**src/rtl/core_pkg.sv**
```systemverilog
// Shared types and constants for the RV32I core front end.
package core_pkg;

    localparam int          XLEN     = 32;
    localparam logic [31:0] PC_RESET = 32'h0100_0000;
    localparam logic [31:0] INST_NOP = 32'h0000_0013;   // addi x0, x0, 0

    // One fetched instruction together with the address it came from.
    typedef struct packed {
        logic [31:0] pc;
        logic [31:0] inst;
    } fetch_entry_t;

    // Instruction fetches are always word aligned; low address bits are dropped.
    function automatic logic [31:0] word_align(input logic [31:0] addr);
        return addr & 32'hFFFF_FFFC;
    endfunction

endpackage

```
**src/rtl/fetch_queue.sv**
```systemverilog
// Two-entry instruction queue between the fetch PC logic and decode.
// Entry 0 is always the head, so the head output is a plain register and,
// once the queue drains, it keeps showing the most recently popped entry.
module fetch_queue
    import core_pkg::*;
#(
    parameter int           DEPTH       = 2,
    parameter fetch_entry_t RESET_ENTRY = '{pc: PC_RESET, inst: INST_NOP}
) (
    input  logic         clk,
    input  logic         rst,
    input  logic         push_i,
    input  fetch_entry_t push_entry_i,
    input  logic         pop_i,
    input  logic         flush_i,
    output logic [1:0]   count_o,
    output fetch_entry_t head_o
);

    fetch_entry_t [DEPTH-1:0] entry_q, entry_d;
    logic [1:0]               count_q, count_d;
    logic                     pop_eff;
    logic                     push_eff;

    // A pop on an empty queue or a push into a full one (without a matching
    // pop) is ignored so the head entry can never be corrupted.
    assign pop_eff  = pop_i && (count_q != 2'd0);
    assign push_eff = push_i && ((count_q != 2'(DEPTH)) || pop_eff);

    // Next-state: flush wins over everything, otherwise shift on pop and
    // write the new entry into the first free slot after the shift.
    always_comb begin
        entry_d = entry_q;
        count_d = count_q;
        if (flush_i) begin
            count_d = 2'd0;
        end else begin
            case ({push_eff, pop_eff})
                2'b10: begin
                    entry_d[count_q[0]] = push_entry_i;
                    count_d             = count_q + 2'd1;
                end
                2'b01: begin
                    if (count_q == 2'd2) begin
                        entry_d[0] = entry_q[1];
                    end
                    count_d = count_q - 2'd1;
                end
                2'b11: begin
                    if (count_q == 2'd2) begin
                        entry_d[0] = entry_q[1];
                        entry_d[1] = push_entry_i;
                    end else begin
                        entry_d[0] = push_entry_i;
                    end
                end
                default: begin
                    count_d = count_q;
                end
            endcase
        end
    end

    // Queue storage and occupancy.
    always_ff @(posedge clk or posedge rst) begin
        if (rst) begin
            entry_q <= {DEPTH{RESET_ENTRY}};
            count_q <= 2'd0;
        end else begin
            entry_q <= entry_d;
            count_q <= count_d;
        end
    end

    assign count_o = count_q;
    assign head_o  = entry_q[0];

    // The issue logic upstream must never let the queue overflow.
    a_no_overflow: assert property (@(posedge clk) disable iff (rst)
        !(push_i && !flush_i && (count_q == 2'(DEPTH)) && !pop_i));

endmodule

```
**src/rtl/fetch_stage.sv**
```systemverilog
// Fetch stage: owns the PC, issues one aligned read per cycle to instruction
// memory (1-cycle latency), buffers returns in a 2-entry queue and hands them
// to decode with valid/ready. Redirects from execute squash wrong-path work.
module fetch_stage
    import core_pkg::*;
#(
    parameter logic [31:0] PC_RESET   = core_pkg::PC_RESET,
    parameter int          FIFO_DEPTH = 2
) (
    input  logic        clock,
    input  logic        reset,
    output logic [31:0] imem_address,
    output logic [31:0] imem_read_write,
    output logic [31:0] imem_data_out,
    input  logic [31:0] imem_data_in,
    input  logic        redirect_valid,
    input  logic [31:0] redirect_pc,
    output logic        f_valid,
    input  logic        f_ready,
    output logic [31:0] f_pc,
    output logic [31:0] f_inst
);

    localparam fetch_entry_t QUEUE_RESET_ENTRY = '{pc: PC_RESET, inst: INST_NOP};

    logic [31:0]  pc_q, pc_d;
    logic [31:0]  req_pc_q, req_pc_d;
    logic         inflight_q, inflight_d;
    logic [1:0]   count;
    fetch_entry_t head;
    fetch_entry_t push_entry;
    logic         pop;
    logic         push;
    logic         issue;
    logic [2:0]   occupancy;

    // Memory port is read-only.
    assign imem_read_write = 32'h0;
    assign imem_data_out   = 32'h0;

    // A redirect takes the memory port in the same cycle it is requested.
    assign imem_address = redirect_valid ? word_align(redirect_pc) : pc_q;

    // Decode sees nothing during a redirect cycle; any handshake is void.
    assign f_valid = (count != 2'd0) && !redirect_valid;
    assign pop     = f_valid && f_ready;

    // Entries that will exist once this cycle's pop and pending return settle;
    // only issue if the returning word is guaranteed a slot.
    assign occupancy = {1'b0, count} + {2'b00, inflight_q} - {2'b00, pop};
    assign issue     = redirect_valid || (occupancy < 3'(FIFO_DEPTH));

    // Returning data is wrong-path if a redirect is happening now.
    assign push       = inflight_q && !redirect_valid;
    assign push_entry = '{pc: req_pc_q, inst: imem_data_in};

    // PC advance and request tracking for the next cycle.
    always_comb begin
        pc_d       = pc_q;
        req_pc_d   = req_pc_q;
        inflight_d = issue;
        if (issue) begin
            req_pc_d = imem_address;
            pc_d     = imem_address + 32'd4;
        end
    end

    // PC and in-flight request registers.
    always_ff @(posedge clock or posedge reset) begin
        if (reset) begin
            pc_q       <= PC_RESET;
            req_pc_q   <= PC_RESET;
            inflight_q <= 1'b0;
        end else begin
            pc_q       <= pc_d;
            req_pc_q   <= req_pc_d;
            inflight_q <= inflight_d;
        end
    end

    fetch_queue #(
        .DEPTH       (FIFO_DEPTH),
        .RESET_ENTRY (QUEUE_RESET_ENTRY)
    ) u_queue (
        .clk          (clock),
        .rst          (reset),
        .push_i       (push),
        .push_entry_i (push_entry),
        .pop_i        (pop),
        .flush_i      (redirect_valid),
        .count_o      (count),
        .head_o       (head)
    );

    assign f_pc   = head.pc;
    assign f_inst = head.inst;

endmodule

```
**config.mk**
```make
export PLATFORM = sky130hd
export DESIGN_NAME = fetch_stage
export DESIGN_NICKNAME = d
export VERILOG_FILES = /design/src/rtl/core_pkg.sv /design/src/rtl/fetch_queue.sv /design/src/rtl/fetch_stage.sv
export SDC_FILE = /design/constraint.sdc
export NUM_CORES = 1
export LEC_CHECK = 0
export CAP_MARGIN = 20
export CORE_ASPECT_RATIO = 1.2
export CORE_UTILIZATION = 54
export CTS_BUF_LIST = sky130_fd_sc_hd__clkbuf_2 sky130_fd_sc_hd__clkbuf_4 sky130_fd_sc_hd__clkbuf_8
export CTS_CLUSTER_SIZE = 16
export DETAILED_ROUTE_END_ITERATION = 8
export GPL_ROUTABILITY_DRIVEN = 0
export MAX_ROUTING_LAYER = met4
export PLACE_DENSITY = 0.93
export SYNTH_ARGS = -nofsm -noshare
export SYNTH_HDL_FRONTEND = slang
export SYNTH_HIERARCHICAL = 1
export SYNTH_SLANG_ARGS = --single-unit
```
**constraint.sdc**
```tcl
create_clock -name clock -period 5.8 [get_ports clock]
set_input_delay 1.16 -clock clock [delete_from_list [all_inputs] [get_ports clock]]
set_output_delay 1.16 -clock clock [all_outputs]
set_load 0.01 [all_outputs]
```
Word level (Yosys, flattened, before mapping)
Cells that the tools add are included.
- add/subtract/negate cells: 5
- shift-type cells: 0
- multipliers: 0
- equal/unequal tests: 7
- order comparisons: 3
- multiplexer cells: 11
- div/mod/pow operators: 0
- bitwise operators: 1
- reductions and logical operators: 15
- operators with widths (operator ; number):
    $mux W64 ; 4
    $pmux W64 S3 ; 1
    $bwmux W128 ; 1
    $pmux W64 S2 ; 1
    $demux W64 S1 ; 1
    $add A32 B3 Y32 const B ; 1
    $mux W32 ; 1
    $eq A2 B2 Y1 const B ; 3
    $logic_and A1 B1 Y1 ; 6
    $reduce_and A3 Y1 ; 2
    $reduce_bool A3 Y1 ; 2
    $ne A2 B1 Y1 const B ; 2
    $pmux W2 S2 ; 1
    $reduce_bool A2 Y1 ; 2
    $add A2 B1 Y3 ; 1
    $lt A3 B2 Y1 const B ; 1
    $sub A3 B1 Y3 ; 1
    $add A2 B1 Y2 const B ; 1
    $eq A2 B1 Y1 const B ; 1
    $logic_or A1 B1 Y1 ; 2
    $lt A1 B2 Y1 const B ; 1
    $mux W2 ; 1
    $ne A2 B2 Y1 const B ; 1
    $sub A2 B1 Y2 const B ; 1
    other kinds (3) ; 3
- bits in latches: 0
- bits of input ports: 68
- memory bits (read-only): 0
- register bits after elaboration: 195
- word-level logic and storage cells: 50
- memories kept: 0
- memory bits (writable): 0

Logic depth before layout (Yosys ltp)
- depth after elaboration: 9
- depth in mapped cells: 18

Hierarchy
Netlist, hierarchy kept.
- modules (own cells, without submodules) (module ; seq. area each (um^2) ; cells each ; area an instance (um^2) ; instances):
    fetch_queue ; 3263.1 ; 583 ; 7298.2 ; 1
    fetch_stage ; 1579.0 ; 453 ; 4090.2 ; 1

Worst setup path before layout
No wires, ideal clock.
- path kind: input-to-reg
- start: input port redirect_valid
- end: register pc_q[17]
- path slack: 1.575 ns
- stages on the path: 17
- buffers on the path: 8
- arrival: 4.088 ns
- cells stage by stage: buf_6 > buf_12 > buf_6 > buf_4 > buf_4 > buf_2 > a21oi_1 > and2_1 > ha_1 > nor2b_1 > fa_1 > nor2_1 > nor2_1 > clkinv_1 > buf_2 > buf_1 > a21oi_1
- cells in the longest elaborated chain, start to end: 6
- elaborated cells on any way between the ends: 8
- classes of those cells: add/sub: 2; order compare: 1; mux: 1; reduce/logical: 4
- ends and longest elaborated chain (what ; line ; RTL):
    start, declared ; fetch_stage.sv:16 ; input logic redirect_valid,
    $logic_not A1 Y1 ; fetch_stage.sv:45 ; assign f_valid = (count != 2'd0) && !redirect_valid;
    $logic_and A1 B1 Y1 ; fetch_stage.sv:45 ;
    via f_valid ; fetch_stage.sv:18 ; output logic f_valid,
    $logic_and A1 B1 Y1 ; fetch_stage.sv:46 ; assign pop = f_valid && f_ready;
    via pop ; fetch_stage.sv:32 ; logic pop;
    $sub A3 B1 Y3 ; fetch_stage.sv:50 ; assign occupancy = {1'b0, count} + {2'b00, inflight_q} - {2'b00, pop};
    $lt A3 B2 Y1 ; fetch_stage.sv:51 ; assign issue = redirect_valid || (occupancy < 3'(FIFO_DEPTH));
    $logic_or A1 B1 Y1 ; fetch_stage.sv:51 ;
    end signal, assigned ; fetch_stage.sv:75 ; pc_q <= pc_d;
    end, declared ; fetch_stage.sv:26 ; logic [31:0] pc_q, pc_d;
The timed path passes the listed nets, and every way through them passes these cells.
A chain may end at the register's enable or synchronous reset.

Final worst setup path
- start: input port redirect_valid
- end: output port imem_address[21]
- cells in the longest elaborated chain, start to end: 1
- ends and longest elaborated chain (what ; line ; RTL):
    $mux W32 ; fetch_stage.sv:42 ; assign imem_address = redirect_valid ? word_align(redirect_pc) : pc_q;
    end, declared ; fetch_stage.sv:12 ; output logic [31:0] imem_address,
No other way between the ends.

==> metrics.md <==
| Metric | Value |
|---|---|
| Routed WL per cell | around 19 um |
| Required @ worst endpoint | ~4.6 ns |
| TritonCTS Buffers | 17 |
| RSZ-0062 raised after global routing | no |
| Fmax | ~0.21 GHz |
| Cell count after synthesis | roughly 1000 |
| Max VDD drop | 0.253 mV |
| Critical path launch point type | primary input |
| Most common flop cell mapped by yosys | dfrtp_1 |
| Fin. Hold Viols | 0 |
| Power per cell area | around 470 nW/um2 |
| Crit Path Max Fanout | 62 |
| Synth top area share | about two fifths |
| Skew final | approximately 0.015 ns |
| Synth area leaders | dfrtp_1 40%, buf_4 8.7%, mux2_4 7.9% |
| Slew HR | between 20% and 30% |
| CP arrival | around 3.5 ns |
| Synth Warn # | 6 |
| Synthesized cell area | between 10000 and 15000 um2 |
| First-pass GRT wire length | about 42 mm |
| DRT Pass-1 Iters | 5 |
| CTS H-Tree Depth | 4 |
| Rows | 57 |
| Initial core utilization | ~56% |
| Final Cell Area | ~13000 um2 |
| Fraction of registers with async set/reset | 100% |
| Number of distinct library cells after synthesis | 65 |
| Final Slew Violations | 0 |
| Syn avg cell area | approximately 11 um2 |
| CTS root buf | clkbuf_8 |
| Lkg Pwr | between 0.005 and 0.006 uW |
| Post-synth EDFFs | 0 |
| # clock sinks | roughly 190 |
| Setup WS post-layout | about 1.1 ns |
| Total negative setup slack | 0 ns |
| Final core utilization | about 62% |
| Flop-to-flop setup slack | roughly 1.8 ns |
| DRC viols | 0 |
| I/O pins | 229 |
| Yosys reg bits | between 150 and 200 |
| Worst slew pin tran | between 1 and 1.5 ns |
| Hold WS | 0.492 ns |
| DR iter-0 viols | 416 |
| Crit share post-route | about four fifths |
| CTS clk-pin slew, worst paths | about 0.10 ns |
| Post-layout min period | between 4 and 5 ns |
| Status | finished, final reports clean |
| Hpwl dp | roughly 17 mm |
| Die H | approximately 160 um |
| Die Wd | 135 um |
| Final nets | approximately 1200 |
| Hold buffer count at CTS | 0 |
| Crit Path Class | in -> out |
| Vias | about 8100 |
| Worst Setup End Kind | output pin |
| Bufs on Longest Clock Path | 2 |
| Tot GR Track Use | around 25% |
| Area Overhead vs Synth | 12.1% |
| Vias in the first global route | between 7000 and 8000 |
| Port-buffer cells | roughly 160 |
| Post-DRT Antenna Nets | 0 |
| Largest net degree at the start of global routing | ~100 |
| Post-CTS Setup Inserts | 0 |
| Post-cts repair resize count | 0 |
| CTS tree | done |
| Wirelength, routed | 25.9 mm |
| Hold Path Class | reg -> reg |
| Total grt overflow | 0 |
| Area of the die | 21700 um2 |
| Max-Cap Viols | 0 |
| Share of layout cells above drive strength 1 | 23.5% |
| Core area | 20500 um2 |
| Antenna violations before repair | 0 |
| Final setup viols | 0 |
| Worst skew pair latency | ~0.47 ns |
| # diodes | 0 |
| Synth area leader | dfrtp_1 |
| Pre-CTS WS | between 1 and 1.5 ns |
| Register area share after synthesis | 42.5% |
| DR vias/cell | approximately 6 |
| Post-DP Area | 12300 um2 |
-- sequential cells by signal, summed over array words and instances (netlist names) --
name,cells
u_queue/count_o,2
pc_q,30
req_pc_q,32
u_queue/head_o,64
inflight_q,1
u_queue/entry_q,64
-- worst max-delay path: stages --
cell             delay, ns
buf_2                 0.26
buf_4                 0.68
mux2i_1               0.67
inv_1                 0.21
clkdlybuf4s50_1       0.53
-- layout make-up --
| type | instances | area [um2] |
|---|---|---|
| fill | 1612 | 7700 |
| clock inverter | 15 | 206 |
| clock buffer | 17 | 234 |
| inverter | 34 | 133 |
| timing repair buffer | 183 | 1770 |
| multi-input combinational | 674 | 5240 |
| tap | 265 | 332 |
| sequential | 193 | 4840 |
-- power by group --
group | switching [uW] | internal (uW)
registers | 491 | 2010
clock network | 549 | 415
logic | 1120 | 1460
total | 2150 | 3880
-- final timing paths --
check                                          startpoint                              to  cells after the start
setup / recovery                           redirect_valid                imem_address[21]                      5
hold / removal                       pc_q[28]$_DFFE_PP0P_            pc_q[28]$_DFFE_PP0P_                      2
setup reg to reg           u_queue/count_o[0]$_DFFE_PP0P_        req_pc_q[12]$_DFFE_PP0P_                     12
hold reg to reg                      pc_q[28]$_DFFE_PP0P_            pc_q[28]$_DFFE_PP0P_                      2
max in group asynchronous                           reset  u_queue/head_o[14]$_DFFE_PP0P_                      3
min in group asynchronous                           reset   u_queue/head_o[3]$_DFFE_PP0P_                      2
-- cell usage after synthesis, types with 3 or more instances --
| cell | count |
|---|---|
| mux2_4 | 60 |
| nand3b_1 | 5 |
| dfstp_2 | 10 |
| nor2_1 | 53 |
| buf_4 | 132 |
| buf_6 | 9 |
| a21oi_1 | 44 |
| o31a_1 | 3 |
| buf_2 | 13 |
| nor4_1 | 3 |
| xnor2_1 | 16 |
| nor3_1 | 6 |
| a31o_2 | 46 |
| a32oi_1 | 18 |
| dfrtp_1 | 183 |
| nor2b_1 | 6 |
| a211oi_1 | 3 |
| o21a_1 | 6 |
| o31ai_1 | 11 |
| mux2i_1 | 45 |
| mux2_2 | 72 |
| nand4_1 | 10 |
| clkbuf_1 | 31 |
| buf_12 | 7 |
| nand3_1 | 12 |
| nand4b_1 | 7 |
| o21ai_0 | 24 |
| buf_1 | 6 |
| nand2_1 | 73 |
| o2bb2ai_1 | 46 |
| inv_1 | 33 |
-- kinds of logic after synthesis --
group / share of synthesized area, %
muxes: 19.3
buffers and inverters: 13.7
xor gates and xnor gates: 1.23
adders and majority gates: 0.395
DFF: 42.5
AOI/OAI and AO/OA: 14.4
and+or+nand+nor: 8.34
other: 0.0329
-- cell usage in the layout, fill, tap and decap left out, types with 17 or more instances in the layout --
master           count
clkdlybuf4s50_1    161
a21oi_1             44
clkbuf_8            17
dfrtp_1            183
buf_4               21
mux2i_1             45
mux2_2              72
nand2_1             71
inv_1               31
a32oi_1             18
a31o_2              46
mux2_4              60
nor2_1              52
o21ai_0             24
conb_1              64
o2bb2ai_1           46
-- per-stage QoR --
step	cells	power, uW
after floorplan	1099	4360
after global placement	1349	4960
after detailed placement	1349	5090
after CTS	1381	6070
after global routing	1381	6400
final	1381	6040
-- layer usage --
metal | routed length [um] | vias up | global-route usage, %
met5 | 0 | - | -
met4 | 507 | 0 | 8.38
met3 | 1450 | 40 | 4.83
met2 | 13200 | 312 | 41.4
met1 | 10700 | 4078 | 31.4
li1 | - | 3650 | -
No activity file was read; power rests on OpenSTA's default activity.
